==> src/rtl/framebuffer_write_scheduler_pkg.sv <==
// Shared definitions for the framebuffer write scheduler and the scan read side.
package framebuffer_write_scheduler_pkg;

    // Default geometry: each bank holds 2^12 bytes of 8 bits.
    localparam int DEFAULT_ADDR_WIDTH = 12;
    localparam int DEFAULT_DATA_WIDTH = 8;

    // The bank select bit sits directly above the per-bank address bits.
    localparam int BANK_BIT_INDEX = DEFAULT_ADDR_WIDTH;

    // Clear/fill sequencer states.
    typedef enum logic {
        SEQ_IDLE  = 1'b0,
        SEQ_CLEAR = 1'b1
    } seq_state_t;

    // Bank bit position for a non-default per-bank address width.
    function automatic int bank_bit_index(input int addr_width);
        return addr_width;
    endfunction

endpackage

==> src/rtl/framebuffer_write_scheduler_clear_sequencer.sv <==
// Clear/fill sequencer: walks every byte of the back bank once with a latched
// fill value. The command path may stall it for any number of cycles; a stalled
// cycle neither skips nor repeats an address.
module framebuffer_clear_sequencer
    import framebuffer_write_scheduler_pkg::*;
#(
    parameter int ADDR_WIDTH = DEFAULT_ADDR_WIDTH,
    parameter int DATA_WIDTH = DEFAULT_DATA_WIDTH
) (
    input  logic                  clk_in,
    input  logic                  reset,
    input  logic                  start,
    input  logic [DATA_WIDTH-1:0] start_value,
    input  logic                  stall,
    output logic                  busy,
    output logic                  fill_req,
    output logic [ADDR_WIDTH-1:0] fill_addr,
    output logic [DATA_WIDTH-1:0] fill_data
);

    // One past the last bank address; the extra counter bit makes it distinct
    // from address 0.
    localparam logic [ADDR_WIDTH:0] FILL_END = {1'b1, {ADDR_WIDTH{1'b0}}};

    seq_state_t            state_q,   state_d;
    logic [ADDR_WIDTH:0]   counter_q, counter_d;
    logic [DATA_WIDTH-1:0] value_q,   value_d;
    logic [ADDR_WIDTH:0]   counter_inc;

    assign counter_inc = counter_q + 1'b1;

    // Next-state: start only from IDLE, advance only on unstalled CLEAR cycles.
    always_comb begin
        state_d   = state_q;
        counter_d = counter_q;
        value_d   = value_q;
        case (state_q)
            SEQ_IDLE: begin
                if (start) begin
                    state_d   = SEQ_CLEAR;
                    counter_d = '0;
                    value_d   = start_value;
                end
            end
            SEQ_CLEAR: begin
                if (!stall) begin
                    counter_d = counter_inc;
                    if (counter_inc == FILL_END) begin
                        state_d = SEQ_IDLE;
                    end
                end
            end
        endcase
    end

    // State, fill counter and latched value registers.
    always_ff @(posedge clk_in or posedge reset) begin
        if (reset) begin
            state_q   <= SEQ_IDLE;
            counter_q <= '0;
            value_q   <= '0;
        end else begin
            state_q   <= state_d;
            counter_q <= counter_d;
            value_q   <= value_d;
        end
    end

    assign busy      = (state_q == SEQ_CLEAR);
    assign fill_req  = busy;
    assign fill_addr = counter_q[ADDR_WIDTH-1:0];
    assign fill_data = value_q;

endmodule

==> src/rtl/framebuffer_write_scheduler.sv <==
// Owns the single registered write port of the double-buffered framebuffer.
// Command writes always win over the clear sequencer; all writes target the
// back bank; the front/back swap happens only at frame_end while not clearing.
module framebuffer_write_scheduler
    import framebuffer_write_scheduler_pkg::*;
#(
    parameter int ADDR_WIDTH = DEFAULT_ADDR_WIDTH,
    parameter int DATA_WIDTH = DEFAULT_DATA_WIDTH
) (
    input  logic                  clk_in,
    input  logic                  reset,
    input  logic                  wr_req,
    input  logic [ADDR_WIDTH-1:0] wr_addr,
    input  logic [DATA_WIDTH-1:0] wr_data,
    input  logic                  clear_start,
    input  logic [DATA_WIDTH-1:0] clear_value,
    input  logic                  swap_req,
    input  logic                  frame_end,
    output logic [ADDR_WIDTH:0]   ram_address,
    output logic [DATA_WIDTH-1:0] ram_data_out,
    output logic                  ram_write_enable,
    output logic                  active_buffer,
    output logic                  swap_pending,
    output logic                  clear_busy,
    output logic [7:0]            cmd_write_count
);

    localparam int BANK_BIT = bank_bit_index(ADDR_WIDTH);

    logic                  seq_busy;
    logic                  fill_req;
    logic [ADDR_WIDTH-1:0] fill_addr;
    logic [DATA_WIDTH-1:0] fill_data;
    logic                  fill_sel;
    logic                  swap_fire;

    logic [ADDR_WIDTH:0]   ram_address_q,      ram_address_d;
    logic [DATA_WIDTH-1:0] ram_data_out_q,     ram_data_out_d;
    logic                  ram_write_enable_q, ram_write_enable_d;
    logic                  active_buffer_q,    active_buffer_d;
    logic                  swap_pending_q,     swap_pending_d;
    logic [7:0]            cmd_write_count_q,  cmd_write_count_d;

    // The command path stalls the sequencer so its slot is taken, not lost.
    framebuffer_clear_sequencer #(
        .ADDR_WIDTH (ADDR_WIDTH),
        .DATA_WIDTH (DATA_WIDTH)
    ) u_clear_sequencer (
        .clk_in      (clk_in),
        .reset       (reset),
        .start       (clear_start),
        .start_value (clear_value),
        .stall       (wr_req),
        .busy        (seq_busy),
        .fill_req    (fill_req),
        .fill_addr   (fill_addr),
        .fill_data   (fill_data)
    );

    assign fill_sel = fill_req & ~wr_req;

    // Write-port mux: command first, then fill; address/data hold when idle.
    // The bank bit uses the pre-swap active buffer even if a swap fires now.
    always_comb begin
        ram_address_d      = ram_address_q;
        ram_data_out_d     = ram_data_out_q;
        ram_write_enable_d = 1'b0;
        cmd_write_count_d  = cmd_write_count_q;
        if (wr_req) begin
            ram_address_d[ADDR_WIDTH-1:0] = wr_addr;
            ram_address_d[BANK_BIT]       = ~active_buffer_q;
            ram_data_out_d                = wr_data;
            ram_write_enable_d            = 1'b1;
            cmd_write_count_d             = cmd_write_count_q + 8'd1;
        end else if (fill_sel) begin
            ram_address_d[ADDR_WIDTH-1:0] = fill_addr;
            ram_address_d[BANK_BIT]       = ~active_buffer_q;
            ram_data_out_d                = fill_data;
            ram_write_enable_d            = 1'b1;
        end
    end

    // Swap bookkeeping: a request (new or pending) fires at frame_end only
    // while the sequencer is idle, so a clear never straddles both banks.
    always_comb begin
        swap_fire       = frame_end & (swap_pending_q | swap_req) & ~seq_busy;
        active_buffer_d = active_buffer_q ^ swap_fire;
        swap_pending_d  = swap_pending_q;
        if (swap_fire) begin
            swap_pending_d = 1'b0;
        end else if (swap_req) begin
            swap_pending_d = 1'b1;
        end
    end

    // Output and swap-state registers.
    always_ff @(posedge clk_in or posedge reset) begin
        if (reset) begin
            ram_address_q      <= '0;
            ram_data_out_q     <= '0;
            ram_write_enable_q <= 1'b0;
            active_buffer_q    <= 1'b0;
            swap_pending_q     <= 1'b0;
            cmd_write_count_q  <= '0;
        end else begin
            ram_address_q      <= ram_address_d;
            ram_data_out_q     <= ram_data_out_d;
            ram_write_enable_q <= ram_write_enable_d;
            active_buffer_q    <= active_buffer_d;
            swap_pending_q     <= swap_pending_d;
            cmd_write_count_q  <= cmd_write_count_d;
        end
    end

    assign ram_address      = ram_address_q;
    assign ram_data_out     = ram_data_out_q;
    assign ram_write_enable = ram_write_enable_q;
    assign active_buffer    = active_buffer_q;
    assign swap_pending     = swap_pending_q;
    assign clear_busy       = seq_busy;
    assign cmd_write_count  = cmd_write_count_q;

endmodule

==> config.mk <==
export PLATFORM = sky130hd
export DESIGN_NAME = framebuffer_write_scheduler
export DESIGN_NICKNAME = d
export VERILOG_FILES = /design/src/rtl/framebuffer_write_scheduler_pkg.sv /design/src/rtl/framebuffer_write_scheduler_clear_sequencer.sv /design/src/rtl/framebuffer_write_scheduler.sv
export SDC_FILE = /design/constraint.sdc
export NUM_CORES = 1
export LEC_CHECK = 0
export CAP_MARGIN = 25
export CORE_UTILIZATION = 40
export DETAILED_ROUTE_END_ITERATION = 10
export PLACE_DENSITY = 0.68
export REMOVE_ABC_BUFFERS = 1
export SYNTH_ARGS = -nofsm -noshare
export SYNTH_HDL_FRONTEND = slang
export SYNTH_SLANG_ARGS = --single-unit
==> constraint.sdc <==
create_clock -name clk_in -period 4.1 [get_ports clk_in]
set_input_delay 0.41 -clock clk_in [delete_from_list [all_inputs] [get_ports clk_in]]
set_output_delay 0.41 -clock clk_in [all_outputs]
set_load 0.005 [all_outputs]
# Word-level counts from Yosys, hierarchy flattened
# Cells that the tools add are included.
[totals] ram_bits=0 latch_bits=0 elab_cells=41 regBits=54 out_inout_bits=33 inputBits=34 n_memories=0 romBits=0
[op_classes] n_lt_le_gt_ge=0 n_reduce_logical=4 n_addsub=2 bitwise_logic=8 div_mod_pow=0 eq_ne=3 mul=0 shift=0 muxes=15
[op_table] op="13-bit two-way mux" n=4
[op_table] op="13-bit one-hot mux with 2 select lines" n=1
[op_table] op="8-bit two-way mux" n=2
[op_table] op="13-bit by 1-bit adder with 13-bit output (second input constant)" n=1
[op_table] op="13-bit equality test (second input constant)" n=1
[op_table] op="8-bit by 1-bit adder with 8-bit output (second input constant)" n=1
[op_table] op="1-bit two-way mux" n=7
[op_table] op="2-bit != test (second input constant)" n=2
[op_table] op="2-bit AND reduction" n=2
[op_table] op="2-bit nonzero test" n=2
[op_table] op="1-bit AND" n=3
[op_table] op="1-bit inverter" n=3
[op_table] op="1-bit one-hot mux with 2 select lines" n=1
[op_table] op="1-bit OR" n=1
[op_table] op="1-bit XOR" n=1

# Depth between registers and ports, before layout
[logic_depth] depth_word=5 ltp_mapped=7 ltp_nobuf=6

# Cells and area by module
# From an unflattened synthesis, not the netlist that was laid out.
[hier_totals] hier_cells=259 hier_area_um2=2672.6
[modules_own_cells] mod="framebuffer_write_scheduler" cells_each=128 seq_area_each_um2=800.8 instances=1 area_each_um2=1423.9
[modules_own_cells] mod="framebuffer_clear_sequencer" cells_each=131 seq_area_each_um2=550.5 instances=1 area_each_um2=1248.7

# Worst setup path after synthesis
# Ideal clock, no wire load.
[synth_path] path_type="flip-flop to flip-flop" startpoint="register u_clear_sequencer.counter_q[0]" endpoint="register u_clear_sequencer.state_q (netlist: u_clear_sequencer.busy)" slack_ns=2.390 setup_ns=0.140 t_required_ns=3.960 n_path_buf=0 stages_incl_launch_ff=7 arrival_ns=1.570 period_less_slack_ns=1.710 cell_sequence="dfrtp_1 -> ha_1 -> nand2_1 -> nor3_1 -> mux2_2 -> o21ai_0 -> a31oi_1"
[synth_between] elab_chain_len=5
[synth_lines] item="from (decl)" line="framebuffer_write_scheduler_clear_sequencer.sv:26" source="logic [ADDR_WIDTH:0] counter_q, counter_d;"
[synth_lines] item="from (signal assigned)" line="framebuffer_write_scheduler_clear_sequencer.sv:64" source="counter_q <= counter_d;"
[synth_lines] item="13-bit by 1-bit adder with 13-bit output" line="framebuffer_write_scheduler_clear_sequencer.sv:30" source="assign counter_inc = counter_q + 1'b1;"
[synth_lines] item="13-bit equality test" line="framebuffer_write_scheduler_clear_sequencer.sv:48" source="if (counter_inc == FILL_END) begin"
[synth_lines] item="1-bit two-way mux" line="framebuffer_write_scheduler_clear_sequencer.sv:48"
[synth_lines] item="1-bit two-way mux" line="framebuffer_write_scheduler_clear_sequencer.sv:46" source="if (!stall) begin"
[synth_lines] item="1-bit one-hot mux with 2 select lines" line="framebuffer_write_scheduler_clear_sequencer.sv:37" source="case (state_q)"
[synth_lines] item="via u_clear_sequencer.state_d" line="framebuffer_write_scheduler_clear_sequencer.sv:25" source="seq_state_t state_q, state_d;"
[synth_lines] item="to (signal assigned)" line="framebuffer_write_scheduler_clear_sequencer.sv:63" source="state_q <= state_d;"
[synth_lines] item="to (decl)" line="framebuffer_write_scheduler_clear_sequencer.sv:25"
# The timed path passes the listed nets, and every way through them passes these cells.
# A chain may end at the register's enable or synchronous reset.

# Worst setup path after layout
[layout_path] startpoint="register u_clear_sequencer.state_q (netlist: u_clear_sequencer.busy)" endpoint="output port clear_busy"
[layout_rtl] item="to (decl)" line="framebuffer_write_scheduler.sv:24" source="output logic clear_busy,"
# No word-level cell between the ends.

==> flow_summary_export.csv <==
group,metric,value,unit
status,status,"finished clean",
timing,period_share,56.7,%
die,die_h,81.5,µm
timing,hold_violations,0,
pwr,powerDensity,400,nW/µm²
synthesis,synth_cell_types,32,
timing,finalClockSkew,0.00329,ns
timing,rsz0062_at_grt,"no",
timing,fmax,0.430,GHz
cts,clockBufferDepth,2,
synthesis,syn-cell-area,2530,µm²
synthesis,yosys_warnings,0,
setup_path,required,3.69,ns
final_layout,drive_above_1_share,8.09,%
grt,grt_pass1_vias,1955,
synthesis,synthArstFlopShare,100,%
synthesis,synthesis.instances,247,
placed_design,dpl.cell_count,376,
route,viasPerCell,5.24,
setup_path,end_kind,"output pin",
setup_path,crit_arrival,1.92,ns
synthesis,avgSynthCellArea,10.2,µm²
grt,antenna_found_initial,0,
die,die_x,81.5,µm
timing,setup_viol,0,
pwr,ir_worst_vdd,299,µV
placed_design,port-buffer-count,66,
cts,clock-sinks,54,
synthesis,synth_most_common_cell,"dfrtp_1",
grt,grt_pass1_wl,9.12,mm
route,drc,0,
setup_path,path_class,"reg -> out",
placed_design,dpl_cell_area,3240,µm²
route,first_iter_violations,166,
synthesis,yosysTopAreaCell,"dfrtp_1",
die,start_util,42.0,%
cts,postCtsResizedCells,0,
grt,track_usage,18.1,%
cts,htree_levels,2,
cts,ctsHoldBuffers,0,
synthesis,synth.top_cell.area_share,53.4,%
final_layout,fin_area,3350,µm²
placed_design,place_congestion,0.777,
cts,cts_tree,"yes",
cts,cts_buffers,5,
final_layout,finalNonFillerCells,384,
hold_path,hold_class,"in -> async",
synthesis,synthTopCellsByCount,"dfrtp_1 (54), o21ai_0 (40), nand2_1 (38), mux2i_1 (20), nor2_1 (16)",
grt,grt-ovfl-total,0,
setup_path,cp-start-kind,"flip-flop",
route,vias,2014,
placed_design,hpwl,3.83,mm
die,io_pins,67,
route,first_pass_iters,4,
timing,setup_tns,0,ns
timing,worst_pin_slew,0.853,ns
final_layout,utilization,55.6,%
cts,cts_setup_buffers,0,
route,routed_wl,5.55,mm
timing,slew_viol_final,0,
final_layout,area_delta_synth_final,32.4,%
setup_path,cp_max_fo,18,
synthesis,ys_top_cells_by_area,"dfrtp_1 (53%), mux2i_1 (7.9%), o21ai_0 (7.9%)",
route,routedWlPerCell,14.5,µm
synthesis,ys.flop_type,"dfrtp_1",
cts,clock_latency,0.30,ns
grt,grt_max_degree,48,
die,coreArea,6030,µm²
die,num_rows,28,
timing,min_period,2.33,ns
run,maxCapViolCount,0,
synthesis,ys_ff_latch,54,
route,ant_nets,0,
synthesis,yosysSeqAreaShare,53.4,%
cts,cts.clk_slew.worst_paths,0.09,ns
synthesis,synth_edf_count,0,
final_layout,antennaDiodeCount,0,
final_layout,layout.nets,344,
pwr,leakage,1.50,nW
die,die-area,6640,µm²
timing,slew_headroom,43.0,%
cts,root_buffer,"clkbuf_8",
-- state kept, by name, summed over array words and instances, names as in the netlist --
signal and flops:
u_clear_sequencer.fill_data 8, ram_write_enable 1, u_clear_sequencer.counter_q 13, u_clear_sequencer.busy 1
ram_address 13, cmd_write_count 8, ram_data_out 8, swap_pending 1
active_buffer 1
-- worst paths after layout --
path / cells past startpoint / slack (ns) / from / to
max: 2 / 1.77 / u_clear_sequencer.busy / clear_busy
max in group asynchronous: 3 / 2.89 / reset / cmd_write_count[7]
min reg2reg: 1 / 0.50 / cmd_write_count[6] / cmd_write_count[6]
max reg2reg: 5 / 1.79 / u_clear_sequencer.busy / u_clear_sequencer.counter_q[8]
min: 2 / 0.41 / reset / u_clear_sequencer.fill_data[2]
min in group clk_in: 1 / 0.50 / cmd_write_count[6] / cmd_write_count[6]
-- cell families after synthesis --
group,after synthesis,share of synthesized area (%)
xor gates and xnor gates,10,3.46
AOI/OAI and AO/OA,55,12.0
adders and majority gates,2,0.989
buffers and inverters,17,2.82
and+or+nand+nor,79,14.9
DFF,54,53.4
muxes,30,12.4
-- worst max-delay path, cell delays in order, from the launching register on --
cell and delay [ns]:
dfrtp_1 0.65, buf_4 0.40, clkdlybuf4s50_1 0.56
-- area by class of cell --
type | instances | area, µm²
multi-input combinational | 176 | 1110
timing repair buffer | 69 | 683
tap | 75 | 93.8
fill | 546 | 2680
clock buffer | 7 | 76.3
clock inverter | 1 | 30.0
sequential | 54 | 1350
inverter | 2 | 7.51
-- metal layers --
| metal | part of all wire (%) | track usage, % | vias to the layer above | wire length, µm |
|---|---|---|---|---|
| met2 | 46 | 29.2 | 60 | 2540 |
| met4 | 1.0 | 5.00 | 0 | 58 |
| met3 | 7.7 | 6.22 | 6 | 427 |
| met5 | 0 | 0 | - | 0 |
| li1 | - | - | 985 | - |
| met1 | 45 | 23.1 | 963 | 2520 |
-- per-stage QoR --
stage / hold WS (ns) / power, W / setup slack [ns]
6_report: 0.407 / 0.00134 / 1.77
4_1_cts: 0.418 / 0.00135 / 1.75
2_1_floorplan: 0.468 / 0.000813 / 1.93
3_5_place_dp: 0.490 / 0.00100 / 1.49
3_3_place_gp: 0.460 / 0.000993 / 1.59
5_1_grt: 0.433 / 0.00142 / 1.62
-- cell usage in the layout, fill, tap and decap left out, types with 5 or more instances in the layout --
cell type,instances
a31oi_1,5
clkdlybuf4s50_1,66
mux2_2,10
clkbuf_8,5
nand4_1,7
dfrtp_1,54
o21ai_0,40
xnor2_1,7
nand2_1,38
mux2i_1,20
nor2_1,16
-- power by group --
group / total (W) / internal [W] / switching (W)
Clock: 0.000353 / 0.000183 / 0.000170
Sequential: 0.000693 / 0.000610 / 0.0000836
Combinational: 0.000294 / 0.000189 / 0.000105
Power figures use the tool's default switching activity.
